<file path="src/rtl/timer_counter_pkg.sv">
// Shared definitions for timer_counter: register offsets, CTRL fields, MODE and FSM encodings.
// Optional prescaler support is selected in the top by TC_PRESCALER_EN.
package timer_counter_pkg;

  localparam logic [1:0] ADDR_CTRL     = 2'd0;
  localparam logic [1:0] ADDR_PRESET   = 2'd1;
  localparam logic [1:0] ADDR_COUNT    = 2'd2;
  localparam logic [1:0] ADDR_PRESCALE = 2'd3;

  localparam logic [1:0] MODE_ONESHOT = 2'b00;
  localparam logic [1:0] MODE_RELOAD  = 2'b01;

  localparam logic [31:0] TC_BASE_ADDR = 32'h0000_7F00;

  // CTRL register layout, MSB first: IM, MODE[1:0], EN
  typedef struct packed {
    logic       im;
    logic [1:0] mode;
    logic       en;
  } ctrl_t;

  typedef enum logic [1:0] {
    ST_IDLE = 2'd0,
    ST_LOAD = 2'd1,
    ST_CNT  = 2'd2,
    ST_INT  = 2'd3
  } tc_state_e;

  // MODE=1x falls back to one-shot
  function automatic logic is_reload(input logic [1:0] mode);
    return mode == MODE_RELOAD;
  endfunction

endpackage

</file>
<file path="src/rtl/tc_prescaler.sv">
// Tick divider: tick when the free counter equals div, then wraps; clr holds it at 0.
// Latency: tick is combinational from the counter; no backpressure.
module tc_prescaler #(
  parameter int W = 8
) (
  input  logic         clk,
  input  logic         reset,
  input  logic         clr,
  input  logic [W-1:0] div,
  output logic         tick
);

  logic [W-1:0] cnt_q, cnt_d;

  assign tick = (cnt_q == div);

  always_comb begin
    cnt_d = cnt_q + {{(W-1){1'b0}}, 1'b1};
    if (clr || tick) cnt_d = '0;
  end

  always_ff @(posedge clk) begin
    if (reset) cnt_q <= '0;
    else       cnt_q <= cnt_d;
  end

endmodule

</file>
<file path="src/rtl/timer_counter.sv">
// Memory-mapped down-counting timer with IRQ; TC_PRESCALER_EN adds the PRESCALE register.
// Reads are combinational (latency 0), writes take effect at the next edge; no backpressure.
module timer_counter
  import timer_counter_pkg::*;
#(
  parameter int COUNT_W    = 32,
  parameter int PRESCALE_W = 8
) (
  input  logic        clk,
  input  logic        reset,
  input  logic [3:2]  Addr,
  input  logic        WE,
  input  logic [31:0] Din,
  output logic [31:0] Dout,
  output logic        IRQ
);

  localparam logic [COUNT_W-1:0] ONE = {{(COUNT_W-1){1'b0}}, 1'b1};

  ctrl_t                 ctrl_q, ctrl_d;
  logic [COUNT_W-1:0]    preset_q, preset_d;
  logic [COUNT_W-1:0]    count_q, count_d;
  logic                  irq_flag_q, irq_flag_d;
  tc_state_e             state_q, state_d;
  logic                  tick;
  logic [PRESCALE_W-1:0] prescale_val;

`ifdef TC_PRESCALER_EN
  logic [PRESCALE_W-1:0] prescale_q, prescale_d;

  assign prescale_val = prescale_q;

  tc_prescaler #(.W(PRESCALE_W)) u_prescaler (
    .clk   (clk),
    .reset (reset),
    .clr   ((state_q == ST_IDLE) || (state_q == ST_LOAD)),
    .div   (prescale_q),
    .tick  (tick)
  );

  always_comb begin
    prescale_d = prescale_q;
    if (WE && (Addr == ADDR_PRESCALE)) prescale_d = Din[PRESCALE_W-1:0];
  end

  always_ff @(posedge clk) begin
    if (reset) prescale_q <= '0;
    else       prescale_q <= prescale_d;
  end
`else
  assign tick         = 1'b1;
  assign prescale_val = '0;
`endif

  always_comb begin
    ctrl_d     = ctrl_q;
    preset_d   = preset_q;
    count_d    = count_q;
    irq_flag_d = irq_flag_q;
    state_d    = state_q;

    case (state_q)
      ST_IDLE: if (ctrl_q.en) state_d = ST_LOAD;
      ST_LOAD: begin
        count_d = preset_q;
        state_d = ST_CNT;
      end
      ST_CNT: begin
        if (!ctrl_q.en) begin
          state_d = ST_IDLE;
        end else if (tick) begin
          if (count_q > ONE) begin
            count_d = count_q - ONE;
          end else begin
            count_d    = '0;
            irq_flag_d = 1'b1;
            state_d    = ST_INT;
          end
        end
      end
      ST_INT: begin
        if (is_reload(ctrl_q.mode)) begin
          irq_flag_d = 1'b0;
          state_d    = ST_LOAD;
        end else begin
          ctrl_d.en = 1'b0;
          state_d   = ST_IDLE;
        end
      end
      default: state_d = ST_IDLE;
    endcase

    // CPU writes are applied last so they override FSM updates of the same field
    if (WE) begin
      case (Addr)
        ADDR_CTRL: begin
          ctrl_d     = ctrl_t'(Din[3:0]);
          irq_flag_d = 1'b0;
        end
        ADDR_PRESET: preset_d = Din[COUNT_W-1:0];
        default: ;
      endcase
    end
  end

  always_ff @(posedge clk) begin
    if (reset) begin
      ctrl_q     <= '0;
      preset_q   <= '0;
      count_q    <= '0;
      irq_flag_q <= 1'b0;
      state_q    <= ST_IDLE;
    end else begin
      ctrl_q     <= ctrl_d;
      preset_q   <= preset_d;
      count_q    <= count_d;
      irq_flag_q <= irq_flag_d;
      state_q    <= state_d;
    end
  end

  always_comb begin
    case (Addr)
      ADDR_CTRL:   Dout = {28'd0, ctrl_q};
      ADDR_PRESET: Dout = 32'(preset_q);
      ADDR_COUNT:  Dout = 32'(count_q);
      default:     Dout = 32'(prescale_val);
    endcase
  end

  assign IRQ = ctrl_q.im & irq_flag_q;

endmodule

</file>
<file path="config.mk">
export PLATFORM = sky130hd
export DESIGN_NAME = timer_counter
export DESIGN_NICKNAME = d
export VERILOG_FILES = /design/src/rtl/timer_counter_pkg.sv /design/src/rtl/tc_prescaler.sv /design/src/rtl/timer_counter.sv
export SDC_FILE = /design/constraint.sdc
export NUM_CORES = 1
export LEC_CHECK = 0
export BUFFER_PORTS_ARGS = -buffer_cell sky130_fd_sc_hd__buf_4
export CORE_ASPECT_RATIO = 1.25
export CORE_MARGIN = 2
export CORE_UTILIZATION = 58
export CTS_BUF_LIST = sky130_fd_sc_hd__clkbuf_4 sky130_fd_sc_hd__clkbuf_8
export CTS_CLUSTER_SIZE = 8
export DETAILED_ROUTE_END_ITERATION = 12
export PLACE_DENSITY_LB_ADDON = 0.1
export SLEW_MARGIN = 20
export SYNTH_ARGS = -nofsm -noshare
export SYNTH_HDL_FRONTEND = slang
export SYNTH_SLANG_ARGS = --single-unit
export TNS_END_PERCENT = 10
</file>
<file path="constraint.sdc">
create_clock -name clk -period 2.5 [get_ports clk]
set_input_delay 0.125 -clock clk [delete_from_list [all_inputs] [get_ports clk]]
set_output_delay 0.125 -clock clk [all_outputs]
set_load 0.02 [all_outputs]
</file>
## After elaboration in Yosys (flattened, before gate mapping)

Cells that the tools add are included.

| cells by class | value |
|---|---|
| add/sub/neg operators | 1 |
| magnitude comparators | 1 |
| equal/unequal tests | 9 |
| multiplexer cells | 19 |
| bitwise operators | 1 |
| reductions and logical operators | 7 |

Operators with widths:

| operator | number |
|---|---|
| $pmux W32 S3 | 1 |
| $mux W32 | 2 |
| $pmux W32 S2 | 1 |
| $gt A32 B1 Y1 const B | 1 |
| $sub A32 B1 Y32 const B | 1 |
| $mux W1 | 10 |
| $pmux W2 S4 | 1 |
| $reduce_and A2 Y1 | 4 |
| $eq A2 B1 Y1 const B | 3 |
| $eq A2 B2 Y1 const B | 3 |
| $mux W2 | 3 |
| $logic_not A2 Y1 | 2 |
| $ne A2 B2 Y1 const B | 2 |
| $ne A3 B3 Y1 const B | 1 |
| $pmux W1 S2 | 1 |
| $reduce_bool A2 Y1 | 1 |
| $and A1 B1 Y1 | 1 |

| word-level totals | value |
|---|---|
| flip-flop bits (word level) | 71 |
| output and inout port bits | 33 |
| logic and storage cells | 45 |

## Logic depth before layout (Yosys ltp)

Gate-level depths: netlist of the first run.

| depth | value |
|---|---|
| depth after elaboration | 6 |
| mapped depth | 9 |

## Worst setup path after synthesis of the first run

OpenSTA, ideal clock, no wires.

| timing path | value |
|---|---|
| path type | reg2reg |
| start | register count_q[0] |
| end | register count_q[8] |
| setup time | 0.132 ns |
| arrival time | 1.950 ns |
| setup slack | 0.417 ns |
| cell stages (with the launch flop) | 8 |
| path buffers | 0 |
| cells stage by stage | dfxtp_1 > inv_1 > ha_1 > or3b_2 > or3_2 > o31a_1 > o21ai_0 > a21oi_1 |

| on the way | value |
|---|---|
| word-level cells in the longest chain between the ends | 4 |

RTL lines:

| what | RTL line | RTL |
|---|---|---|
| start: declaration | timer_counter.sv:22 | `logic [COUNT_W-1:0] count_q, count_d;` |
| start signal: assignment | timer_counter.sv:116 | `count_q <= count_d;` |
| $sub A32 B1 Y32 / $gt A32 B1 Y1 (equally long branches) | timer_counter.sv:73, timer_counter.sv:72 |  |
| $mux W32 * | timer_counter.sv:72 | `if (count_q > ONE) begin` |
| $mux W32 * | timer_counter.sv:69 | `if (!ctrl_q.en) begin` |
| $pmux W32 S2 * | timer_counter.sv:62 | `case (state_q)` |

Every way passes the cells marked *; elsewhere a longest branch is shown, timed or not. The select of a mux whose other input is x is not followed.
A chain may end at the register's enable or synchronous reset.

## Final worst setup path of the first run

| timing path | value |
|---|---|
| start | register count_q[1] |
| end | register count_q[8] |

The elaborated chain is that of the path after synthesis.

==> results of run 1 <==
## worst min-delay path by stage
stage	from	end	slack, ps	depth (start not counted)
finish	Din[21]	preset_q[21]	8	3
global route	Din[19]	preset_q[19]	6	3
CTS	Din[16]	preset_q[16]	3	3
detailed placement	Din[1]	ctrl_q[1]	380	3
global placement	Din[0]	ctrl_q[0]	360	3
floorplan	Din[11]	preset_q[11]	260	2
## cells by family (layout without fill, tap and decap cells)
logic type / after synthesis / count (layout)
AOI/OAI and AO/OA: 190 / 190
adders and majority gates: 2 / 2
and+or+nand+nor: 188 / 188
muxes: 10 / 10
xor gates and xnor gates: 1 / 1
buffers and inverters: 48 / 122
DFF: 71 / 71
## cell type report
type                       count  area share (%)
clock buffer                  10           2.802
clock inverter                 5           2.624
inverter                      10          0.7641
multi-input combinational    391           47.83
sequential                    71           28.94
tap                           87           2.216
timing repair buffer          97           14.82
## layout by cell type, fill, tap and decap left out, types with 4 or more instances in the layout
cell type and instances:
buf_4 97, o21a_1 6, dfxtp_1 71, a22o_1 27, nor4_1 4, clkbuf_8 10, o31ai_1 6, mux2i_1 10
a31oi_1 4, o21ai_0 34, a21o_1 6, nand2_1 80, a211oi_1 16, nor3_1 13, nand4_1 6, inv_1 10
bufinv_16 4, or4_1 4, nor2_1 42, nand3_1 7, a21oi_1 61
## metal layers
metal	global-route usage [%]	vias up	wire length (um)
met3	6.691	52	945
met5	0	-	0
met4	21.35	0	698
li1	-	2021	-
met1	37.35	2043	4711
met2	56.97	245	6023
## power groups by stage
stage | combinational [W] | clock [W] | sequential [W]
floorplan | 0.000289 | 0 | 0.00121
global placement | 0.000421 | 0 | 0.00123
detailed placement | 0.000429 | 0 | 0.00123
CTS | 0.000433 | 0.00126 | 0.00120
global route | 0.000478 | 0.00130 | 0.00121
finish | 0.000440 | 0.00126 | 0.00120
## worst register-to-register path: cells and delay by family, from the launching register on
| family | cells | cell delay, ps |
|---|---|---|
| flip-flops | 1 | 350 |
| adder cells (fa/ha/maj) | 1 | 270 |
| buffers and inverters | 1 | 120 |
| AO/OA/AOI/OAI | 3 | 570 |
| AND/OR/NAND/NOR | 2 | 950 |
## state kept, by name (all words and copies together), names as in the netlist
name	flops
ctrl_q	4
state_q	2
irq_flag_q	1
preset_q	32
count_q	32
## metrics by stage
step,power [W],setup slack [ps],std cells
2_1_floorplan,0.001499,417.4,510
3_3_place_gp,0.001646,321.0,656
3_5_place_dp,0.001655,244.0,656
4_1_cts,0.002893,127.2,671
5_1_grt,0.002986,13.96,671
6_report,0.002900,107.1,671
==> qor.csv, run 1 <==
metric,value,unit
run status,completed,
port buffer count,69,
worst hold path class,primary input to flip-flop,
Die H,96.49,um
Yosys cell types,65,
syn avg cell area,7.782,um2
worst path arrival time,2620,ps
GRT Total Usage,32.99,%
number of cells on the critical path,7,
cells after synthesis,510,
Antenna Cells,0,
ys flop type,dfxtp_1,
crit end category,flip-flop,
worst hold slack,7.860,ps
Reg2Reg Depth,7,
Reg area,0.001421,mm2
Commonest cells post-synth,"nand2_1, dfxtp_1, a21oi_1, nor2_1, o21ai_0",
Post-Synth Simple-Gate Area,23.80,%
Initial Util,60.08,%
total congestion overflow,0,
"Slew Viols, Final",0,
CTS Root Cell,clkbuf_8,
antenna violations before repair,0,
routed vias,4361,
skew final,11.97,ps
Synth Area in XOR/XNOR,0.2207,%
CP cell instances,inv_1 > ha_1 > or3b_2 > or3_2 > o31a_1 > o21ai_0 > a21oi_1,
FP Rows,33,
drt total wl,12.38,mm
syn nets,549,
Achievable Freq,417.9,MHz
Sequential Power Share,41.4,%
"EDFF count, synth",0,
reg2reg start,count_q[1],
Post-route DRC,0,
Max clock buf depth,2,
critical path's top delay family,simple AND/OR/NAND/NOR gates,
most common cell in the synthesized netlist,nand2_1,
hold_buf cts,0,
CTS tree,yes,
R2R Path End,count_q[8],
RSZ-0062 raised after global routing,false,
Placed Area,0.004646,mm2
CTS Buf Count,9,
GP Congestion,0.9725,
sequential share of the synthesized area,35.81,%
routed vias/inst,6.499,
Ys Warns,0,
maximum capacitance violations,0,
area of the die,0.007524,mm2
cell taking the most area after synthesis,dfxtp_1,
#FFs+latches synth,71,
H-tree depth,3,
Switching Fraction,26.46,%
I/O pins,70,
CP Max Fanout,6,
post-detailed-placement half-perimeter wirelength,8.793,mm
Internal Pwr Total,0.002132,W
Worst-Skew Late Latency,360,ps
number of global-route vias before repair,3845,
core area,0.006606,mm2
crit path time final,2393,ps
crit path capture,count_q[8],
WP buf/inv,1,
asr flop ratio synth,0,%
top post-synthesis cells by area,"dfxtp_1, a21oi_1, nand2_1",
Clk network pwr share,43.4,%
TritonCTS Sinks,71,
worst vdd ir,0.4535,mV
post-CTS setup buffer count,0,
fraction of layout cells with a size suffix above 1,22.43,%
critical path's largest stage delay,490,ps
worst slew pin tran,861.7,ps
fin nets,619,
# fillers,534,
area growth from synthesis to layout,23.77,%
slowest cell on the critical path,or3b_2,
Critical Path Source Type,flip-flop,
leakage power total,2.031,nW
final setup violation count,0,
post-synth top area share,35.81,%
"antenna viol nets, final",0,
Hold Fails Final Rpt,0,
synthesized area,0.003969,mm2
drt first pass iters,6,
post-route clock period utilization,95.72,%
power density over cell area,590.3,mW/mm2
Worst setup startpoint,count_q[1],
R2R Setup Slk,110,ps
TNS Setup,0,ps
"Design Area, Final",0.004912,mm2
largest net degree at the start of global routing,38,
largest family of logic cells by synthesized area,compound AO/OA/AOI/OAI gates,
Switch Pwr,0.0007672,W
WS Path Type,flip-flop to flip-flop,
Routed wire per std cell,18.45,um
initial DRC count,445,
Clock transition at path regs,80,ps
Post-Route Utilization,74.36,%
post_cts resized,0,
Slew headroom,42.43,%
post-synthesis mux area share,2.522,%
footprint of the multi-input gates,0.002350,mm2
first-pass GRT wire length,19.14,mm
post-synthesis compound-gate area fraction,31.90,%
DIE WIDTH,77.99,um
Crit path required time,2730,ps
Synth Area in Adders,0.6305,%
Comb pwr share,15.2,%
(Power assumes the default switching activity.)
==> inputs of run 2 (changes only) <==
- RECOVER_POWER: unset -> 25
==> run 2 against run 1 <==
The flow now finishes with violations (negative hold slack). Sequential share of layout area grew 0.059 points. Routed wire length shrank 0.29%. Final area decreased by 0.20%. Worst setup slack worse by 9.3 ps. Global-route usage unchanged. Hold slack got worse by 8.4 ps.
==> qor.csv, run 2 (synthesized netlist as in run 1, its figures left out) <==
metric,value,unit
H-tree depth,3,
"most common cell after layout, fill and taps aside",buf_4,
critical path's largest stage delay,490,ps
post-CTS setup buffer count,0,
port buffer count,69,
initial DRC count,445,
total congestion overflow,0,
routed vias/inst,6.466,
number of global-route vias before repair,3845,
worst hold path class,primary input to flip-flop,
post_cts resized,0,
leakage power total,2.021,nW
CTS Root Cell,clkbuf_8,
Hold Fails Final Rpt,1,
DIE WIDTH,77.99,um
Achievable Freq,416.3,MHz
worst slew pin tran,947.3,ps
"antenna viol nets, final",0,
RSZ-0062 raised after global routing,false,
CTS Buf Count,9,
fraction of layout cells with a size suffix above 1,21.92,%
crit end category,flip-flop,
area growth from synthesis to layout,23.52,%
"Slew Viols, Final",0,
crit path capture,count_q[8],
Initial Util,60.08,%
failing checks,negative hold slack,
TritonCTS Sinks,71,
CP Max Fanout,6,
routed vias,4339,
post-detailed-placement half-perimeter wirelength,8.793,mm
area of the die,0.007524,mm2
core area,0.006606,mm2
Critical Path Source Type,flip-flop,
TNS Setup,0,ps
final setup violation count,0,
R2R Path End,count_q[8],
first-pass GRT wire length,19.14,mm
Slew headroom,36.85,%
fin nets,619,
worst vdd ir,0.4530,mV
drt first pass iters,6,
slowest cell on the critical path,or3b_2,
Clock transition at path regs,90,ps
I/O pins,70,
FP Rows,33,
maximum capacitance violations,0,
post-route clock period utilization,96.09,%
biggest regs,"count_q: 32 flops, preset_q: 32 flops, ctrl_q: 4 flops",
hold_buf cts,0,
drt total wl,12.34,mm
Routed wire per std cell,18.39,um
run status,"complete, but fails checks",
Die H,96.49,um
R2R Setup Slk,100,ps
most frequent cells in the layout,"buf_4, nand2_1, dfxtp_1",
Reg2Reg Depth,7,
worst hold slack,-0.5548,ps
skew final,11.51,ps
worst path arrival time,2640,ps
reg2reg start,count_q[0],
WS Path Type,flip-flop to flip-flop,
CTS tree,yes,
Max clock buf depth,2,
power density over cell area,591.8,mW/mm2
GRT Total Usage,32.99,%
Post-route DRC,0,
crit path time final,2402,ps
Worst setup startpoint,count_q[0],
GP Congestion,0.9725,
Worst-Skew Late Latency,370,ps
Antenna Cells,0,
largest net degree at the start of global routing,38,
CP cell instances,inv_1 > ha_1 > or3b_2 > or3_2 > o31a_1 > o21ai_0 > a21oi_1,
Crit path required time,2730,ps
antenna violations before repair,0,
-- run 2: cell count changes in the layout (fill, tap and decap cells not counted) --
cell      before  now
and2_0         0    1
and2_1         3    2
buf_4         97   95
clkbuf_1       0    2
nor2b_1        3    4
nor2b_2        2    1
-- run 2: power breakdown --
part           switching (W)  internal (W)  total (W)
Clock               0.000473      0.000789    0.00126
Sequential         0.0000409       0.00116    0.00120
Combinational       0.000256      0.000181   0.000437
-- run 2: stage by stage --
| step | utilization (%) | std cells | cell area (um2) | total power (W) | worst slack (ps) |
|---|---|---|---|---|---|
| finish | 74.20 | 671 | 4902 | 0.002901 | 97.79 |
| global route | 74.20 | 671 | 4902 | 0.002985 | 13.96 |
| global placement | 70.32 | 656 | 4646 | 0.001646 | 321.0 |
| floorplan | - | 510 | 3969 | 0.001499 | 417.4 |
| CTS | 74.36 | 671 | 4912 | 0.002893 | 127.2 |
| detailed placement | 70.32 | 656 | 4646 | 0.001655 | 244.0 |
-- run 2: area by class of cell --
class,instances,area (um2)
flip-flops and latches,71,1421
fillers,534,1704
clock inverters,5,128.9
inverters,10,37.54
clock buffers,10,137.6
repair buffers,97,720.7
multi-input cells,391,2347
well taps,87,108.9
-- run 2: critical path, delay by kind of cell (launching register included) --
family | cells | cell delay (ps)
adders and majority gates | 1 | 260
buffers and inverters | 1 | 110
AOI/OAI and AO/OA | 3 | 590
DFF | 1 | 360
and+or+nand+nor | 2 | 940
-- run 2: worst min path at each step --
stage               cells after the start            to    start
global route                            3  preset_q[19]  Din[19]
global placement                        3     ctrl_q[0]   Din[0]
floorplan                               2  preset_q[11]  Din[11]
CTS                                     3  preset_q[16]  Din[16]
finish                                  3  preset_q[21]  Din[21]
detailed placement                      3     ctrl_q[1]   Din[1]
-- run 2: layer usage --
metal  vias to the layer above  routed length [um]  track usage (%)  part of all wire, %
met5                         -                   0                0                    0
met4                         0                 650            21.35                  5.3
met3                        52                 933            6.691                  7.6
met2                       231                6050            56.97                   49
met1                      2031                4708            37.35                   38
li1                       2025                   -                -                    -
